## config.mk

```make
export PLATFORM = sky130hd
export DESIGN_NAME = psc_trigger
export DESIGN_NICKNAME = d
export VERILOG_FILES = /design/src/rtl/psc_trigger.sv
export SDC_FILE = /design/constraint.sdc
export NUM_CORES = 1
export LEC_CHECK = 0
export ABC_CLOCK_PERIOD_IN_PS = 1670
export CAP_MARGIN = 15
export CORE_ASPECT_RATIO = 1.25
export CORE_MARGIN = 10
export CORE_UTILIZATION = 51
export CTS_BUF_LIST = sky130_fd_sc_hd__clkbuf_8 sky130_fd_sc_hd__clkbuf_16
export CTS_CLUSTER_DIAMETER = 50
export DETAILED_ROUTE_END_ITERATION = 8
export GPL_TIMING_DRIVEN = 0
export PLACE_DENSITY = 0.76
export SLEW_MARGIN = 20
export SYNTH_ARGS = -nofsm -noshare
export SYNTH_HDL_FRONTEND = slang
export SYNTH_SLANG_ARGS = --single-unit
```

## constraint.sdc

```tcl
create_clock -name clk -period 1.67 [get_ports clk]
set_input_delay 0.334 -clock clk [delete_from_list [all_inputs] [get_ports clk]]
set_output_delay 0.334 -clock clk [all_outputs]
set_load 0.05 [all_outputs]
```

## src/rtl/psc_trigger.sv

```systemverilog
// rtl/psc_trigger.sv - EVR trigger to PSC serial trigger frame generator
// Each qualified rising edge of evr_trigger emits one UART-style frame on psc_output.
module psc_trigger #(
  parameter int          CLK_DIV   = 100,
  parameter logic [7:0]  TRIG_CODE = 8'hA5,
  parameter int          PARITY_EN = 0,
  parameter int          STOP_BITS = 1
) (
  input  logic clk,
  input  logic reset,
  input  logic evr_trigger,
  output logic psc_output
);

  localparam int              BW       = $clog2(CLK_DIV);
  localparam logic [BW-1:0]   BAUD_MAX = BW'(CLK_DIV - 1);
  localparam logic [2:0]      STOP_MAX = 3'(STOP_BITS - 1);
  localparam logic            PAR_BIT  = ^TRIG_CODE;

  typedef enum logic [2:0] {IDLE, START, DATA, PARITY, STOP} state_t;

  logic          s1, s2, s3;
  logic          rise;
  state_t        state;
  logic [BW-1:0] baud;
  logic [2:0]    bit_idx;
  logic          wrap;

  assign wrap = (baud == BAUD_MAX);

  // Two-flop synchroniser plus history flop; the edge pulse is registered
  // so the start bit appears three edges after the first sampling edge.
  always_ff @(posedge clk or negedge reset) begin
    if (!reset) begin
      s1   <= 1'b0;
      s2   <= 1'b0;
      s3   <= 1'b0;
      rise <= 1'b0;
    end else begin
      s1   <= evr_trigger;
      s2   <= s1;
      s3   <= s2;
      rise <= s2 & ~s3;
    end
  end

  always_ff @(posedge clk or negedge reset) begin
    if (!reset) begin
      state      <= IDLE;
      baud       <= '0;
      bit_idx    <= '0;
      psc_output <= 1'b1;
    end else begin
      if (state == IDLE || wrap) baud <= '0;
      else                       baud <= baud + 1'b1;

      case (state)
        IDLE: begin
          bit_idx    <= '0;
          psc_output <= 1'b1;
          if (rise) begin
            state      <= START;
            psc_output <= 1'b0;
          end
        end
        START: begin
          if (wrap) begin
            state      <= DATA;
            bit_idx    <= '0;
            psc_output <= TRIG_CODE[0];
          end
        end
        DATA: begin
          if (wrap) begin
            if (bit_idx == 3'd7) begin
              bit_idx <= '0;
              if (PARITY_EN != 0) begin
                state      <= PARITY;
                psc_output <= PAR_BIT;
              end else begin
                state      <= STOP;
                psc_output <= 1'b1;
              end
            end else begin
              bit_idx    <= bit_idx + 3'd1;
              psc_output <= TRIG_CODE[bit_idx + 3'd1];
            end
          end
        end
        PARITY: begin
          if (wrap) begin
            state      <= STOP;
            bit_idx    <= '0;
            psc_output <= 1'b1;
          end
        end
        STOP: begin
          psc_output <= 1'b1;
          // A rise arriving on the return-to-IDLE edge is seen here and dropped.
          if (wrap) begin
            if (bit_idx == STOP_MAX) begin
              state   <= IDLE;
              bit_idx <= '0;
            end else begin
              bit_idx <= bit_idx + 3'd1;
            end
          end
        end
        default: begin
          state      <= IDLE;
          psc_output <= 1'b1;
        end
      endcase
    end
  end

endmodule

```

==> reports/results.tsv, run 1 <==
metric	value	unit
status	complete, no violations	
dieArea	0.00387	mm2
place_inst	108	
port_buffers	3	
routed_wl	1.55	mm
slew_violations	0	
ys_ff_latch	18	
drv_cap	0	
ys_types	32	
leakagePower	0.464	nW
htree_levels	1	
finalSetupTns	0	ns
syn_avg_cell_area	10.4	um2
period_share	97.4	%
clk_pin_slew_worst_paths	0.07	ns
fin_nets	105	
finalPower	1.24	mW
ios	4	
die_x	57.6	um
critPathMaxFanout	5	
maxSlewHeadroom	48.8	%
hold_start	s1$_DFF_PN0_	
arrival	1.77	ns
hold_viol_final	0	
via_per_inst	5.63	
rows	16	
grt.overflow.total	0	
vias	647	
wl_per_cell	13.4	um
hpwl	1.06	mm
globalplace.congestion	0.842	
synth_nets	94	
power.density	1170	mW/mm2
drc	0	
netlist_area	903	um2
fp.dieH	67.1	um
clock_sinks	18	
cp-startpoint	baud[2]$_DFF_PN0_	
drive_above_1_share	21.6	%
grt_pass1_wl	2.62	mm
clock_skew	0.00220	ns
stdcell_count	115	
start_util	55.7	%
max_freq	615	MHz
clockRootBuffer	clkbuf_8	
ys_seq_area_share	50.0	%
grt_max_degree	19	
coreArea	0.00162	mm2
end_kind	flip-flop	
yosys_warnings	0	
syn_to_final_growth	17.7	%
tightest_slew	0.766	ns
clock_latency	0.26	ns
cts_tree	built	
syn_inst	87	
critPathRequiredTime	1.81	ns
hp-class	reg2reg	
diodes	0	
period_needed	1.63	ns
drt_pass1_iterations	4	
numCtsBuffers	3	
antenna_found_initial	0	
reg2reg_from	baud[2]$_DFF_PN0_	
ant_nets	0	
grt.total_usage	8.69	%
drt_iter0_markers	12	
setup_viol	0	
critPathLaunchType	flip-flop	
grt_pass1_vias	648	
peakVddDrop	0.000870	V
crit_type	reg2reg	
cts_buffer_depth	2	
cells by family (layout without fill, tap and decap cells):
family / Yosys count / count (layout) / synth area share, %
buffers and inverters: 7 / 17 / 4.16
XOR/XNOR: 6 / 6 / 5.82
adder cells (fa/ha/maj): 5 / 5 / 6.79
multiplexers: 2 / 2 / 2.77
AO/OA/AOI/OAI: 17 / 17 / 11.8
AND/OR/NAND/NOR: 32 / 32 / 18.7
flip-flops: 18 / 18 / 50.0
power breakdown:
group / leakage, nW / internal [mW] / switching, mW
clock network: 0.0288 / 0.210 / 0.144
registers: 0.227 / 0.524 / 0.0987
logic: 0.209 / 0.123 / 0.142
total: 0.464 / 0.856 / 0.386
synthesized netlist by cell type (all sizes together):
cell / n / share of area (%)
dfrtp: 17 / 47
nor2: 15 / 6.2
o21ai: 6 / 3.3
inv: 5 / 2.1
ha: 4 / 5.5
nand3: 4 / 2.2
xnor2: 4 / 3.9
a21oi: 3 / 1.7
nor2b: 3 / 2.9
a211oi: 2 / 1.7
a22oi: 2 / 1.7
buf: 2 / 2.1
nand2: 2 / 0.83
nand2b: 2 / 1.4
xor2: 2 / 1.9
a21o: 1 / 0.83
a41oi: 1 / 0.97
and3: 1 / 0.83
dfstp: 1 / 2.9
maj3: 1 / 1.2
mux2: 1 / 1.7
mux2i: 1 / 1.1
nand4: 1 / 0.69
nor3: 1 / 0.55
nor4b: 1 / 1.7
o2111ai: 1 / 0.97
o22ai: 1 / 0.69
or2: 1 / 0.69
or3: 1 / 0.69
area by class of cell:
type / instances / area [um2]
tap: 18 / 22.5
buffer: 2 / 18.8
sequential: 18 / 454
inverter: 5 / 18.8
clock buffer: 4 / 55.1
timing repair buffer: 6 / 52.6
multi-input combinational: 62 / 442
fill: 127 / 558
per-stage QoR:
stage                     cell area (um2)  hold WS [ns]  worst slack (ns)  util (%)
final                                1060         0.362            0.0439      65.6
after global routing                 1060         0.368          -0.00761      65.6
after CTS                            1010         0.363           0.00794      62.6
after detailed placement              956         0.338           -0.0414      59.0
after global placement                956         0.345           -0.0377      59.0
after floorplan                       903        0.0384            0.0313         -
layer usage:
metal | global-route usage (%) | part of all wire [%]
met5 | 0 | 0
met4 | 6.76 | 2.5
met3 | 3.04 | 3.6
met2 | 14.0 | 53
met1 | 9.03 | 41
flip-flops by register name, summed over array words and instances, names as in the netlist:
| name | cells |
|---|---|
| psc_output | 1 |
| bit_idx | 3 |
| state | 3 |
| s3 | 1 |
| s2 | 1 |
| s1 | 1 |
| rise | 1 |
| baud | 7 |
layout by cell type, fill, tap and decap left out:
cell type         n
nor2b_4           1
or3_1             1
o21ai_2           1
dfstp_2           1
a22oi_1           2
nand2_2           1
o21ai_0           5
mux2i_1           1
o2111ai_1         1
and3_2            1
xor2_1            2
buf_6             1
clkbuf_8          4
nand4_1           1
nor2_1           15
maj3_2            1
buf_4             4
a21o_1            1
clkdlybuf4s50_1   2
a21oi_1           3
a211oi_1          2
dfrtp_2           2
ha_4              1
xnor2_1           4
ha_1              3
o22ai_1           1
nand2b_1          2
nor4b_4           1
or2_2             1
a41oi_1           1
clkdlybuf4s15_1   1
nand2_1           1
dfrtp_1          15
nor2b_1           2
mux2_4            1
inv_1             5
nand3_1           4
nor3_1            1
what timing repair did:
action	CTS	global route
endpoints found under the setup margin	2	8
pin swaps	1	2
setup buffers	0	3
hold buffers	0	0
resized for setup	3	6
worst paths after layout:
check	end	cells after the start	slack (ns)
worst max-delay path	bit_idx[2]$_DFFE_PN0P_	5	0.04
worst min-delay path	s2$_DFF_PN0_	0	0.36
worst max register to register	bit_idx[2]$_DFFE_PN0P_	5	0.04
worst min register to register	s2$_DFF_PN0_	0	0.36
max in group asynchronous	baud[3]$_DFF_PN0_	1	0.62
min in group asynchronous	bit_idx[2]$_DFFE_PN0P_	1	0.53
worst max-delay path, stage by stage, from the launching register on:
cell and delay (ns):
dfrtp_2 0.44, nor4b_4 0.29, nor2b_4 0.18, buf_6 0.11, maj3_2 0.19, mux2_4 0.29
(Power assumes the default switching activity.)
==> inputs of run 2 (changes only) <==
--- a/config.mk
+++ b/config.mk
@@ -5,16 +5,15 @@
 export SDC_FILE = /design/constraint.sdc
 export NUM_CORES = 1
 export LEC_CHECK = 0
-export ABC_CLOCK_PERIOD_IN_PS = 1670
 export CAP_MARGIN = 15
 export CORE_ASPECT_RATIO = 1.25
 export CORE_MARGIN = 10
-export CORE_UTILIZATION = 51
+export CORE_UTILIZATION = 30
 export CTS_BUF_LIST = sky130_fd_sc_hd__clkbuf_8 sky130_fd_sc_hd__clkbuf_16
 export CTS_CLUSTER_DIAMETER = 50
 export DETAILED_ROUTE_END_ITERATION = 8
 export GPL_TIMING_DRIVEN = 0
-export PLACE_DENSITY = 0.76
+export PLACE_DENSITY = 0.51
 export SLEW_MARGIN = 20
 export SYNTH_ARGS = -nofsm -noshare
 export SYNTH_HDL_FRONTEND = slang
==> reports/results.tsv, run 2 (synthesis results as in run 1) <==
metric	value	unit
status	complete, no violations	
fill_cells	319	
globalplace.congestion	0.783	
max_freq	618	MHz
drive_above_1_share	20.6	%
coreArea	0.00292	mm2
clk_pin_slew_worst_paths	0.07	ns
arrival	1.76	ns
drt_pass1_iterations	3	
period_share	97.0	%
r2r_end	bit_idx[2]$_DFFE_PN0P_	
vias	640	
regToRegSetupSlack	0.05	ns
cts_tree	built	
hp-class	reg2reg	
routed_wl	1.64	mm
die_x	69.1	um
grt_pass1_wl	2.92	mm
htree_levels	1	
grt.overflow.total	0	
drt_iter0_markers	30	
leakagePower	0.464	nW
largest_register_ffs	7	
clock_skew	0.00173	ns
grt_pass1_vias	634	
critPathMaxFanout	3	
finalSetupTns	0	ns
fin_nets	105	
clockRootBuffer	clkbuf_8	
fp.dieH	81.4	um
cp-startpoint	baud[4]$_DFF_PN0_	
period_needed	1.62	ns
diodes	0	
grt_max_degree	19	
wl_per_cell	12.3	um
ios	4	
grt_setup_unrepaired	true	
cts_hold_buf	0	
end_kind	flip-flop	
crit_type	reg2reg	
dieArea	0.00562	mm2
regMostFlops	baud	
antenna_found_initial	0	
hpwl	1.15	mm
critPathLaunchType	flip-flop	
slew_violations	0	
drv_cap	0	
layout_commonest_cell	dfrtp_1	
final_cell_mix	16 x dfrtp_1, 15 x nor2_1, 5 x inv_1, 5 x o21ai_0	
port_buffers	3	
maxSlewHeadroom	46.7	%
tightest_slew	0.798	ns
start_util	31.0	%
critPathRequiredTime	1.81	ns
rr_worst_depth	5	
hold_viol_final	0	
peakVddDrop	0.000652	V
endpoint	bit_idx[2]$_DFFE_PN0P_	
rows	22	
clock_latency	0.25	ns
hold_ws	0.358	ns
numCtsBuffers	3	
hold_start	s1$_DFF_PN0_	
setup_viol	0	
cts_buffer_depth	2	
via_per_inst	4.81	
reg_top3	baud x7, bit_idx x3, state x3	
grt.total_usage	6.19	%
ant_nets	0	
syn_to_final_growth	19.0	%
reg2reg_from	baud[4]$_DFF_PN0_	
clock_sinks	18	
power.density	1160	mW/mm2
drc	0	
[run 2: cell types whose count changed in the layout (fill, tap and decap cells not counted)]
cell | previous run | this run
dfrtp_2 | 2 | 1
ha_4 | 1 | 0
dfrtp_1 | 15 | 16
ha_2 | 0 | 1
[run 2: what timing repair did]
action                     CTS  global route
setup buffers                1             2
gates resized for setup      4             3
setup endpoints to repair    2             9
pin swaps                    0             2
[run 2: stage by stage]
stage	worst slack (ns)	area, um2	total power, mW	util [%]	cells
finish	0.0508	1070	1.24	36.8	133
global route	-0.0269	1070	1.34	36.8	133
CTS	0.0153	1050	1.24	36.1	131
detailed placement	-0.0509	978	0.843	33.5	126
global placement	-0.0428	978	0.835	33.5	126
floorplan	0.0313	903	0.768	-	87
[run 2: report_power, final]
part / total, mW / internal (mW) / switching (mW)
Sequential: 0.596 / 0.521 / 0.0747
Clock: 0.359 / 0.209 / 0.149
Combinational: 0.289 / 0.126 / 0.163
[run 2: critical path, stage by stage, from the launching register on]
cell and delay, ns:
dfrtp_1 0.44, nor4b_4 0.31, nor2b_4 0.19, buf_6 0.10, maj3_2 0.19, mux2_4 0.29
[run 2: worst min path at each step]
stage                        end  depth (start not counted)
3_5_place_dp        s2$_DFF_PN0_                          0
5_1_grt             s2$_DFF_PN0_                          0
2_1_floorplan  baud[0]$_DFF_PN0_                          0
3_3_place_gp        s2$_DFF_PN0_                          0
4_1_cts             s2$_DFF_PN0_                          0
6_report            s2$_DFF_PN0_                          0
[run 2: area by class of cell]
cell class	count	area [um2]	area share (%)
Sequential cell	18	453	42.1
Multi-Input combinational cell	62	432	40.2
Clock buffer	4	55.1	5.12
Timing Repair Buffer	6	52.6	4.89
Tap cell	36	45.0	4.19
Buffer	2	18.8	1.75
Inverter	5	18.8	1.75
[run 2: per-layer routing]
metal,vias up,global-route usage [%],routed length [um]
met1,310,7.25,766
met2,6,10.4,809
met4,0,2.42,24
met3,5,1.83,40
li1,319,-,-
met5,-,0,0
==> inputs of run 3 (changes only) <==
--- a/config.mk
+++ b/config.mk
@@ -8,13 +8,13 @@
 export CAP_MARGIN = 15
 export CORE_ASPECT_RATIO = 1.25
 export CORE_MARGIN = 10
-export CORE_UTILIZATION = 30
+export CORE_UTILIZATION = 46
 export CTS_BUF_LIST = sky130_fd_sc_hd__clkbuf_8 sky130_fd_sc_hd__clkbuf_16
 export CTS_CLUSTER_DIAMETER = 50
 export DETAILED_ROUTE_END_ITERATION = 8
 export GPL_TIMING_DRIVEN = 0
-export PLACE_DENSITY = 0.51
-export SLEW_MARGIN = 20
+export PLACE_DENSITY = 0.7
+export SKIP_CTS_REPAIR_TIMING = 1
 export SYNTH_ARGS = -nofsm -noshare
 export SYNTH_HDL_FRONTEND = slang
 export SYNTH_SLANG_ARGS = --single-unit
==> reports/results.tsv, run 3 (synthesis results as in run 1) <==
metric	value	unit
status	complete, no violations	
clk_pin_slew_worst_paths	0.07	ns
final_util	60.3	%
rows	17	
grt_pass1_wl	2.76	mm
rr_worst_depth	6	
multiInputGateArea	449	um2
grt.overflow.total	0	
power_frac_seq	48.9	%
drc	0	
clock_sinks	18	
power.density	1130	mW/mm2
peakVddDrop	0.000735	V
fin_nets	107	
grt.total_usage	8.22	%
hp-class	reg2reg	
hpwl	1.14	mm
diodes	0	
finalSetupTns	0	ns
globalplace.congestion	0.861	
clockRootBuffer	clkbuf_8	
ios	4	
worstSetupPathDepth	6	
via_per_inst	5.69	
drt_iter0_markers	19	
fill_cells	152	
antenna_found_initial	0	
ant_nets	0	
htree_levels	1	
reg_top3	baud x7, bit_idx x3, state x3	
slew_violations	0	
period_share	99.2	%
regArea	454	um2
max_freq	604	MHz
drive_above_1_share	24.2	%
finalPower	1.23	mW
combinationalPowerShare	22.8	%
wl_per_cell	13.7	um
cp_top_family	adder cells	
cts_buffer_depth	2	
hold_viol_final	0	
coreArea	0.00181	mm2
syn_to_final_growth	20.6	%
clock_skew	0.00443	ns
fp.dieH	69.5	um
critPathMaxFanout	4	
pwr-share-clk	28.3	%
drt_pass1_iterations	3	
pre_cts_ws	-0.0437	ns
regMostFlops	baud	
tightest_slew	0.772	ns
arrival	1.79	ns
die_x	59.6	um
timing.final.ws_setup	0.0133	ns
critPathRequiredTime	1.80	ns
dieArea	0.00415	mm2
cp_slowest_stage_delay	0.41	ns
routed_wl	1.61	mm
largest_register_ffs	7	
slowest_stage	dfrtp_1	
setup_viol	0	
final_cell_mix	15 x nor2_1, 15 x dfrtp_1, 6 x buf_4, 5 x inv_1, 5 x o21ai_0	
grt_max_degree	19	
cts_tree	built	
drv_cap	0	
crit_buf_inv	1	
hold_depth	0	
end_kind	flip-flop	
crit_type	reg2reg	
p_sw_share	30.4	%
port_buffers	3	
grt_setup_unrepaired	true	
critPathLaunchType	flip-flop	
grt_pass1_vias	674	
path_cells	ha_2 -> nand2_1 -> nor2b_4 -> buf_6 -> maj3_2 -> mux2_4	
maxSlewHeadroom	48.4	%
internal_power	859	uW
leakagePower	0.478	nW
p_sw	375	uW
numCtsBuffers	3	
clock_latency	0.25	ns
start_util	50.0	%
period_needed	1.66	ns
vias	672	
-- run 3: cell type report --
type                    instances  share of cell area [%]
flip-flops and latches         18                    41.7
repair buffers                  8                    6.43
clock buffers                   4                    5.05
inverters                       5                    1.72
multi-input cells              62                    41.2
plain buffers                   2                    1.72
well taps                      19                    2.18
-- run 3: worst paths after layout --
| path | startpoint | to | slack [ns] |
|---|---|---|---|
| max | baud[0]$_DFF_PN0_ | bit_idx[2]$_DFFE_PN0P_ | 0.01 |
| min | s1$_DFF_PN0_ | s2$_DFF_PN0_ | 0.36 |
| max reg2reg | baud[0]$_DFF_PN0_ | bit_idx[2]$_DFFE_PN0P_ | 0.01 |
| min reg2reg | s1$_DFF_PN0_ | s2$_DFF_PN0_ | 0.36 |
| max in group asynchronous | reset | baud[3]$_DFF_PN0_ | 0.60 |
| min in group asynchronous | reset | state[2]$_DFFE_PN0P_ | 0.53 |
-- run 3: power by group through the flow --
stage,registers [mW],clock network (mW),logic [mW]
CTS,0.599,0.362,0.237
finish,0.604,0.348,0.281
global placement,0.603,0,0.229
global route,0.614,0.376,0.328
floorplan,0.626,0,0.142
detailed placement,0.607,0,0.235
-- run 3: routing by layer --
layer  track usage (%)  share of wire (%)
met5                 0                  0
met2              13.6                 55
met1              8.86                 41
met4              3.73               0.87
met3              2.93                3.0
-- run 3: stage by stage --
step,cells,instance area (um2),hold slack [ns]
final,118,1090,0.358
after global routing,118,1090,0.372
after floorplan,87,903,0.0384
after global placement,109,957,0.346
after CTS,113,1010,0.361
after detailed placement,109,957,0.336
